`src/rtl/fifo_arb_pkg.sv`:
```
// rtl/fifo_arb_pkg.sv - shared state type and default parameters for fifo_push_arbiter
package fifo_arb_pkg;

  typedef enum logic [1:0] {
    IDLE  = 2'd0,
    ISSUE = 2'd1,
    STALL = 2'd2
  } arb_state_t;

  localparam int DEF_NUM_REQ    = 4;
  localparam int DEF_DATA_W     = 4;
  localparam int DEF_FIFO_DEPTH = 4;
  localparam int STAT_W         = 8;

endpackage

```
`src/rtl/rr_pick.sv`:
```
// rtl/rr_pick.sv - combinational round-robin picker starting one past last_grant
module rr_pick #(
  parameter int NUM_REQ = 4,
  parameter int IDX_W   = $clog2(NUM_REQ)
) (
  input  logic [NUM_REQ-1:0] req,
  input  logic [IDX_W-1:0]   last_grant,
  output logic [NUM_REQ-1:0] grant,
  output logic [IDX_W-1:0]   grant_idx
);

  logic             found;
  logic [IDX_W-1:0] cand;

  always_comb begin
    grant     = '0;
    grant_idx = '0;
    found     = 1'b0;
    cand      = '0;
    for (int k = 1; k <= NUM_REQ; k++) begin
      cand = IDX_W'((int'(last_grant) + k) % NUM_REQ);
      if (!found && req[cand]) begin
        found       = 1'b1;
        grant[cand] = 1'b1;
        grant_idx   = cand;
      end
    end
  end

endmodule

```
`src/rtl/fifo_push_arbiter.sv`:
```
// rtl/fifo_push_arbiter.sv - credit-based round-robin push arbiter; FIFO_ARB_STATS_EN adds grant counters
module fifo_push_arbiter
  import fifo_arb_pkg::*;
#(
  parameter int NUM_REQ    = DEF_NUM_REQ,
  parameter int DATA_W     = DEF_DATA_W,
  parameter int FIFO_DEPTH = DEF_FIFO_DEPTH
) (
  input  logic                          clk,
  input  logic                          reset_n,
  input  logic [NUM_REQ-1:0]            req_valid,
  input  logic [NUM_REQ*DATA_W-1:0]     req_data,
  output logic [NUM_REQ-1:0]            req_ready,
  output logic                          fifo_push,
  output logic [DATA_W-1:0]             fifo_data_in,
  input  logic                          fifo_pop_done,
  output logic [$clog2(NUM_REQ)-1:0]    grant_id,
`ifdef FIFO_ARB_STATS_EN
  input  logic [$clog2(NUM_REQ)-1:0]    stat_sel,
  input  logic                          stat_clr,
  output logic [STAT_W-1:0]             stat_cnt,
`endif
  output logic [$clog2(FIFO_DEPTH):0]   credits
);

  localparam int IDX_W  = $clog2(NUM_REQ);
  localparam int CRED_W = $clog2(FIFO_DEPTH) + 1;
  localparam logic [CRED_W-1:0] FULL_CRED = CRED_W'(FIFO_DEPTH);

  arb_state_t         state;
  arb_state_t         state_d;
  logic [CRED_W-1:0]  credits_d;
  logic [IDX_W-1:0]   last_grant;
  logic [NUM_REQ-1:0] pick_oh;
  logic [IDX_W-1:0]   pick_idx;
  logic [DATA_W-1:0]  sel_word;
  logic               any_valid;
  logic               has_credit;
  logic               handshake;

  rr_pick #(
    .NUM_REQ (NUM_REQ),
    .IDX_W   (IDX_W)
  ) u_rr_pick (
    .req        (req_valid),
    .last_grant (last_grant),
    .grant      (pick_oh),
    .grant_idx  (pick_idx)
  );

  assign any_valid  = |req_valid;
  assign has_credit = (credits != '0);
  // Gated by reset_n so nothing is accepted while the arbiter is held in reset.
  assign req_ready  = (reset_n && has_credit) ? pick_oh : '0;
  assign handshake  = |(req_valid & req_ready);

  always_comb begin
    sel_word = '0;
    for (int i = 0; i < NUM_REQ; i++) begin
      if (pick_oh[i]) sel_word = req_data[i*DATA_W +: DATA_W];
    end
  end

  // A grant and a returned credit in the same cycle cancel; returns at a full pool are dropped.
  always_comb begin
    credits_d = credits;
    if (handshake && !fifo_pop_done) begin
      credits_d = credits - CRED_W'(1);
    end else if (!handshake && fifo_pop_done && credits != FULL_CRED) begin
      credits_d = credits + CRED_W'(1);
    end
  end

  always_comb begin
    state_d = state;
    case (state)
      IDLE: begin
        if (any_valid) state_d = has_credit ? ISSUE : STALL;
      end
      ISSUE: begin
        if (!any_valid)            state_d = IDLE;
        else if (credits_d == '0)  state_d = STALL;
      end
      STALL: begin
        if (!any_valid)            state_d = IDLE;
        else if (fifo_pop_done)    state_d = ISSUE;
      end
      default: state_d = IDLE;
    endcase
  end

  always_ff @(posedge clk or negedge reset_n) begin
    if (!reset_n) begin
      state        <= IDLE;
      credits      <= FULL_CRED;
      last_grant   <= IDX_W'(NUM_REQ - 1);
      fifo_push    <= 1'b0;
      fifo_data_in <= '0;
      grant_id     <= '0;
    end else begin
      state     <= state_d;
      credits   <= credits_d;
      fifo_push <= handshake;
      if (handshake) begin
        last_grant   <= pick_idx;
        grant_id     <= pick_idx;
        fifo_data_in <= sel_word;
      end
    end
  end

`ifdef FIFO_ARB_STATS_EN
  logic [STAT_W-1:0] grant_cnt [NUM_REQ];

  always_ff @(posedge clk or negedge reset_n) begin
    if (!reset_n) begin
      for (int i = 0; i < NUM_REQ; i++) grant_cnt[i] <= '0;
    end else if (stat_clr) begin
      for (int i = 0; i < NUM_REQ; i++) grant_cnt[i] <= '0;
    end else if (handshake && grant_cnt[pick_idx] != '1) begin
      grant_cnt[pick_idx] <= grant_cnt[pick_idx] + STAT_W'(1);
    end
  end

  assign stat_cnt = grant_cnt[stat_sel];
`endif

endmodule

```
`config.mk`:
```
export PLATFORM = sky130hd
export DESIGN_NAME = fifo_push_arbiter
export DESIGN_NICKNAME = d
export VERILOG_FILES = /design/src/rtl/fifo_arb_pkg.sv /design/src/rtl/rr_pick.sv /design/src/rtl/fifo_push_arbiter.sv
export SDC_FILE = /design/constraint.sdc
export NUM_CORES = 1
export LEC_CHECK = 0
export CAP_MARGIN = 15
export CORE_MARGIN = 8
export CORE_UTILIZATION = 35
export DETAILED_ROUTE_END_ITERATION = 6
export GPL_TIMING_DRIVEN = 0
export SETUP_SLACK_MARGIN = 0.15
export SKIP_CTS_REPAIR_TIMING = 1
export SLEW_MARGIN = 20
export SYNTH_ARGS = -nofsm -noshare
export SYNTH_HDL_FRONTEND = slang
export SYNTH_SLANG_ARGS = --single-unit
```
`constraint.sdc`:
```
create_clock -name clk -period 5 [get_ports clk]
set_clock_uncertainty 0.1 [all_clocks]
set_input_delay 0.5 -clock clk [delete_from_list [all_inputs] [get_ports clk]]
set_output_delay 0.5 -clock clk [all_outputs]
set_load 0.03 [all_outputs]
```
# --- Word level (Yosys, flattened, before mapping) ---
# Index checks and enable logic that the tools add are counted.
word_totals:
  word_cells: 77
  out_inout_bits: 14
  regBits: 12
classes:
  reduce_logical: 19
  n_addsub: 6
  mux: 34
  n_bitwise: 4
  order_cmp: 8
  eq_ne: 1
op_table:
  columns: ["cell", "count"]
  rows:
  - ["$mux 4", 9]
  - ["$lt 2x3->1 const B", 4]
  - ["$or 4x4->4", 3]
  - ["$logic_and 1x1->1", 11]
  - ["$mux 1", 11]
  - ["$bmux 1 s2", 4]
  - ["$demux 1 s2", 4]
  - ["$ge 2x1->1 const B", 4]
  - ["$mux 2", 4]
  - ["$mux 3", 2]
  - ["$logic_not 1->1", 5]
  - ["$add 2x1->2 const B", 2]
  - ["$add 2x2->2 const B", 2]
  - ["$and 4x4->4", 1]
  - ["$reduce_or 4->1", 1]
  - ["$add 3x1->3 const B", 1]
  - ["$ne 3x3->1 const B", 1]
  - ["$reduce_bool 3->1", 1]
  - ["$sub 3x1->3 const B", 1]
  - ["$reduce_bool 2->1", 1]

# --- Depth between registers and ports, before layout ---
logic_depth:
  word_depth: 21
  depth_mapped: 15

# --- Hierarchy ---
# Synthesis repeated with hierarchy kept, for this count alone.
unflattened:
  hier_cells: 137
  hier_area_um2: 1318.8
by_module_without_submodules:
  columns: ["mod", "seq_area_each_um2", "area_per_inst_um2", "cells_each", "instances"]
  rows:
  - ["fifo_push_arbiter", 304.0, 828.3, 78, 1]
  - ["rr_pick", 0.0, 490.5, 59, 1]

# --- Worst setup path after synthesis ---
# No wires, ideal clock.
synth_timing:
  path_type: "register -> register"
  from: "reg last_grant[1]"
  to: "reg credits[2]"
  required_time_ps: 4817
  arrival_ps: 3787
  path_slack_ps: 1030
  stages_incl_launch_ff: 15
  cell_sequence: "dfstp_2 -> clkbuf_1 -> inv_1 -> ha_1 -> mux4_2 -> nor4b_4 -> nand2_2 -> a21bo_2 -> a41oi_2 -> buf_4 -> nand2_1 -> fa_1 -> nor2_1 -> o21ai_0 -> o311a_1"
synth_via:
  elab_chain_len: 20
  elab_cells_between_ends: 57
  cone_classes: "add/sub: 4; order compare: 8; mux: 25; bitwise: 4; reduce/logical: 16"
synth_rtl:
  columns: ["item", "line", "rtl"]
  rows:
  - ["start: declaration", "fifo_push_arbiter.sv:33", "logic [IDX_W-1:0] last_grant;"]
  - ["start signal: assignment", "fifo_push_arbiter.sv:96", "last_grant <= IDX_W'(NUM_REQ - 1);"]
  - ["start signal: assignment", "fifo_push_arbiter.sv:105", "last_grant <= pick_idx;"]
  - ["parallel branches: the longest is 12 deep, another holds $lt 2x3->1", null, null]
  - ["$mux 4 (*)", "rr_pick.sv:22", "if (!found && req[cand]) begin"]
  - ["$mux 4 (*)", "fifo_push_arbiter.sv:54", "assign req_ready = (reset_n && has_credit) ? pick_oh : '0;"]
  - ["$and 4x4->4 (*)", "fifo_push_arbiter.sv:55", "assign handshake = |(req_valid & req_ready);"]
  - ["$reduce_or 4->1 (*)", "fifo_push_arbiter.sv:55", null]
  - ["named net handshake", "fifo_push_arbiter.sv:39", "logic handshake;"]
  - ["$logic_not 1->1", "fifo_push_arbiter.sv:69", "end else if (!handshake && fifo_pop_done && credits != FULL_CRED) begin"]
  - ["$logic_and 1x1->1 (2 in series)", "fifo_push_arbiter.sv:69", null]
  - ["$reduce_bool 2->1 (no line)", null, null]
  - ["end signal: assignment", "fifo_push_arbiter.sv:102", "credits <= credits_d;"]
  - ["end: declaration", "fifo_push_arbiter.sv:23", "output logic [$clog2(FIFO_DEPTH):0] credits"]
# Mark *: on every way through the listed nets, which the timed path passes. The select of a mux whose other input is x is not followed.
# A chain may end at the register's enable or synchronous reset.

# --- Final worst setup path ---
# Ends and elaborated chain as after synthesis.

==> results.md <==
- Highest clock rate: 0.223 GHz
- Hold WC Path Type: reg -> reg
- Grt total ovfl: 0
- DRC: 0
- Most used DFF post-synth: dfrtp_1
- Ant diodes: 0
- Syn avg cell area: 9.13 um2
- DIE WIDTH: 74.7 um
- Routed Antenna Nets: 0
- Post-synthesis sequential area ratio: 25.2%
- Count of different cell masters after synthesis: 40
- Syn Nets: 164
- Largest net degree at the start of global routing: 14
- Synthesized flop and latch total: 12
- R2R depth: 14
- Initial Util: 36.4%
- Gr usage total: 12.5%
- GRT Max-Usage Layer: met2
- Post-synthesis cell count: 132
- CP delay by family, top: compound AO/OA/AOI/OAI gates
- Initial DRT Pass Iterations: 4
- Setup CP Type: reg -> reg
- Worst-Margin Slew: 0.798 ns
- Rel. slew slack: 46.4%
- M2 GR Usage: 20.7%
- Grt met1 use: 15.5%
- Layout cells sized above 1: 12.9%
- Antenna violations before repair: 0
- Commonest non-fill, non-tap cell in the layout: clkdlybuf4s50_1
- Clock latency on the worst-skew pair: 0.28 ns
- Hpwl dp: 2610 um
- Final Hold Vio Count: 0
- Worst path slowest cell: mux4_2
- Min cycle time layout: 4.49 ns
- TNS Setup: 0 ns
- Routed wire per std cell: 15.0 um
- Crit path from: last_grant[1]
- Pint: 651 uW
- Setup slack after layout: 0.507 ns
- Vias: 1,152
- WP data required: 5.11 ns
- GP Congestion: 0.809
- Critical path depth: 14
- Outcome: finished clean
- Combinational Power Share: 78.2%
- CTS tree: yes
- FILL cells: 331
- RSZ-0062 raised after global routing: no
- MaxCap Viol Count: 0
- Nets: 204
- Reg power frac: 15.9%
- PortBufs: 35
- Die area: 5580 um2
- Period utilization: 89.9%
- Post-synth EDFFs: 0
- Met3 usage: 2.13%
- Core area: 3310 um2
- Num CTS Buffers: 3
- CP Max Fanout: 10
- Net Sw Power: 637 uW
- WL final: 3260 um
- Reg-to-Reg Start: last_grant[1]
- DR iter-0 viols: 86
- Pins Over Slew Limit: 0
- Critical-path cell list: clkbuf_1 -> inv_1 -> ha_1 -> mux4_2 -> nor4b_4 -> nand2_2 -> a21bo_2 -> a41oi_2 -> buf_4 -> nand2_1 -> fa_1 -> nor2_1 -> o21ai_0 -> o311a_1
- Yosys Warn Count: 0
- Leakage: 0.676 nW
- IO Pins: 37
- Worst hold stages: 1
- Switching share of power: 49.5%
- Clk pwr share: 5.9%
- Commonest non-fill, non-tap cells in the layout: clkdlybuf4s50_1 (35), nand2_1 (14), o21ai_0 (10)
- CP Buf/Inv Count: 3
- Number of setup violations in the final report: 0
- Root Driver: clkbuf_4
- Pre-CTS setup slack: 0.515 ns
- Max rail drop VDD: 0.394 mV
- Clock tree buffer depth: 2
- CP startpoint kind: flop
- Crit path arrival time: 4.60 ns
- Vert. Die Dim: 74.7 um
- Post-synth ARST share: 100%
- Largest stage delay, worst path: 0.58 ns
- # rows: 21
- First-pass GRT wire length: 5550 um
- Via density: 5.31
- Min-delay src: fifo_data_in[1]
- Power Density: 781 nW/um2
- Worst setup EP type: flop
- CTS HTree Levels: 1
- Netlist Area Pre-Place: 1200 um2
- Vias in the first global route: 1,185
- Synth-to-layout area growth: 36.9%
- Clock-pin slew on the worst setup and hold paths: 0.07 ns
- CTS sink count: 12
## area by class of cell
class	instances	area, um2	area share [%]
inverters	7	26.3	1.59
clock buffers	4	36.3	2.20
repair buffers	35	350	21.2
multi-input cells	107	826	50.1
well taps	46	57.6	3.49
flip-flops and latches	12	304	18.4
plain buffers	6	48.8	2.96
## state kept, by name, summed over array words and instances (netlist names)
signal and cells:
grant_id 2, fifo_data_in 4, fifo_push 1, last_grant 2, credits 3
## path summary, 6_finish.rpt
check / end / slack (ns)
max: credits[2] / 0.51
min: fifo_data_in[1] / 0.39
max reg2reg: credits[2] / 0.51
min reg2reg: fifo_data_in[1] / 0.39
max in group asynchronous: last_grant[0] / 3.94
min in group asynchronous: fifo_data_in[0] / 0.48
## cells in the mapped netlist (all sizes together) (2+ instances only)
library cell | n | area share [%]
buf | 4 | 3.4
mux4 | 4 | 7.5
a21oi | 7 | 2.9
mux2i | 2 | 1.7
or3 | 3 | 1.6
nor2 | 9 | 2.8
nor4b | 2 | 2.7
o211ai | 4 | 2.5
clkbuf | 2 | 0.62
ha | 8 | 8.3
nor3 | 3 | 1.2
dfstp | 3 | 6.5
nand2 | 15 | 4.9
dfrtp | 9 | 19
o21a | 6 | 3.7
o21ai | 12 | 5.0
o31ai | 5 | 3.1
a221oi | 5 | 3.6
inv | 7 | 2.2
nor2b | 2 | 1.0
and2 | 5 | 2.6
## stage by stage
stage          utilization, %  power (mW)  instance area (um2)  hold WS (ns)  instances
5_1_grt                  49.8        1.41                 1650         0.414        217
3_3_place_gp             48.7        1.20                 1610         0.375        213
6_report                 49.8        1.29                 1650         0.389        217
2_1_floorplan               -       0.934                 1200         0.104        132
3_5_place_dp             48.7        1.21                 1610         0.379        213
4_1_cts                  49.8        1.30                 1650         0.396        217
## layer usage
| layer | wire (um) | up-vias |
|---|---|---|
| met5 | 0 | - |
| met2 | 1630 | 26 |
| met4 | 56 | 0 |
| met3 | 185 | 7 |
| met1 | 1390 | 549 |
| li1 | - | 570 |
## kinds of logic (layout without fill, tap and decap cells)
group | count (synthesis) | in the layout | synth area share [%]
AO/OA/AOI/OAI | 47 | 47 | 27.5
adder cells (fa/ha/maj) | 9 | 9 | 9.97
XOR/XNOR | 1 | 1 | 1.35
multiplexers | 7 | 7 | 10.1
AND/OR/NAND/NOR | 43 | 43 | 19.6
flip-flops | 12 | 12 | 25.2
buffers and inverters | 13 | 52 | 6.23
## power groups by stage
stage	registers (mW)	logic (mW)	clock network (mW)
5_1_grt	0.213	1.11	0.0824
6_report	0.204	1.01	0.0764
3_5_place_dp	0.207	1.00	0
4_1_cts	0.205	1.01	0.0794
3_3_place_gp	0.204	0.994	0
2_1_floorplan	0.279	0.655	0
Power figures use the tool's default switching activity.
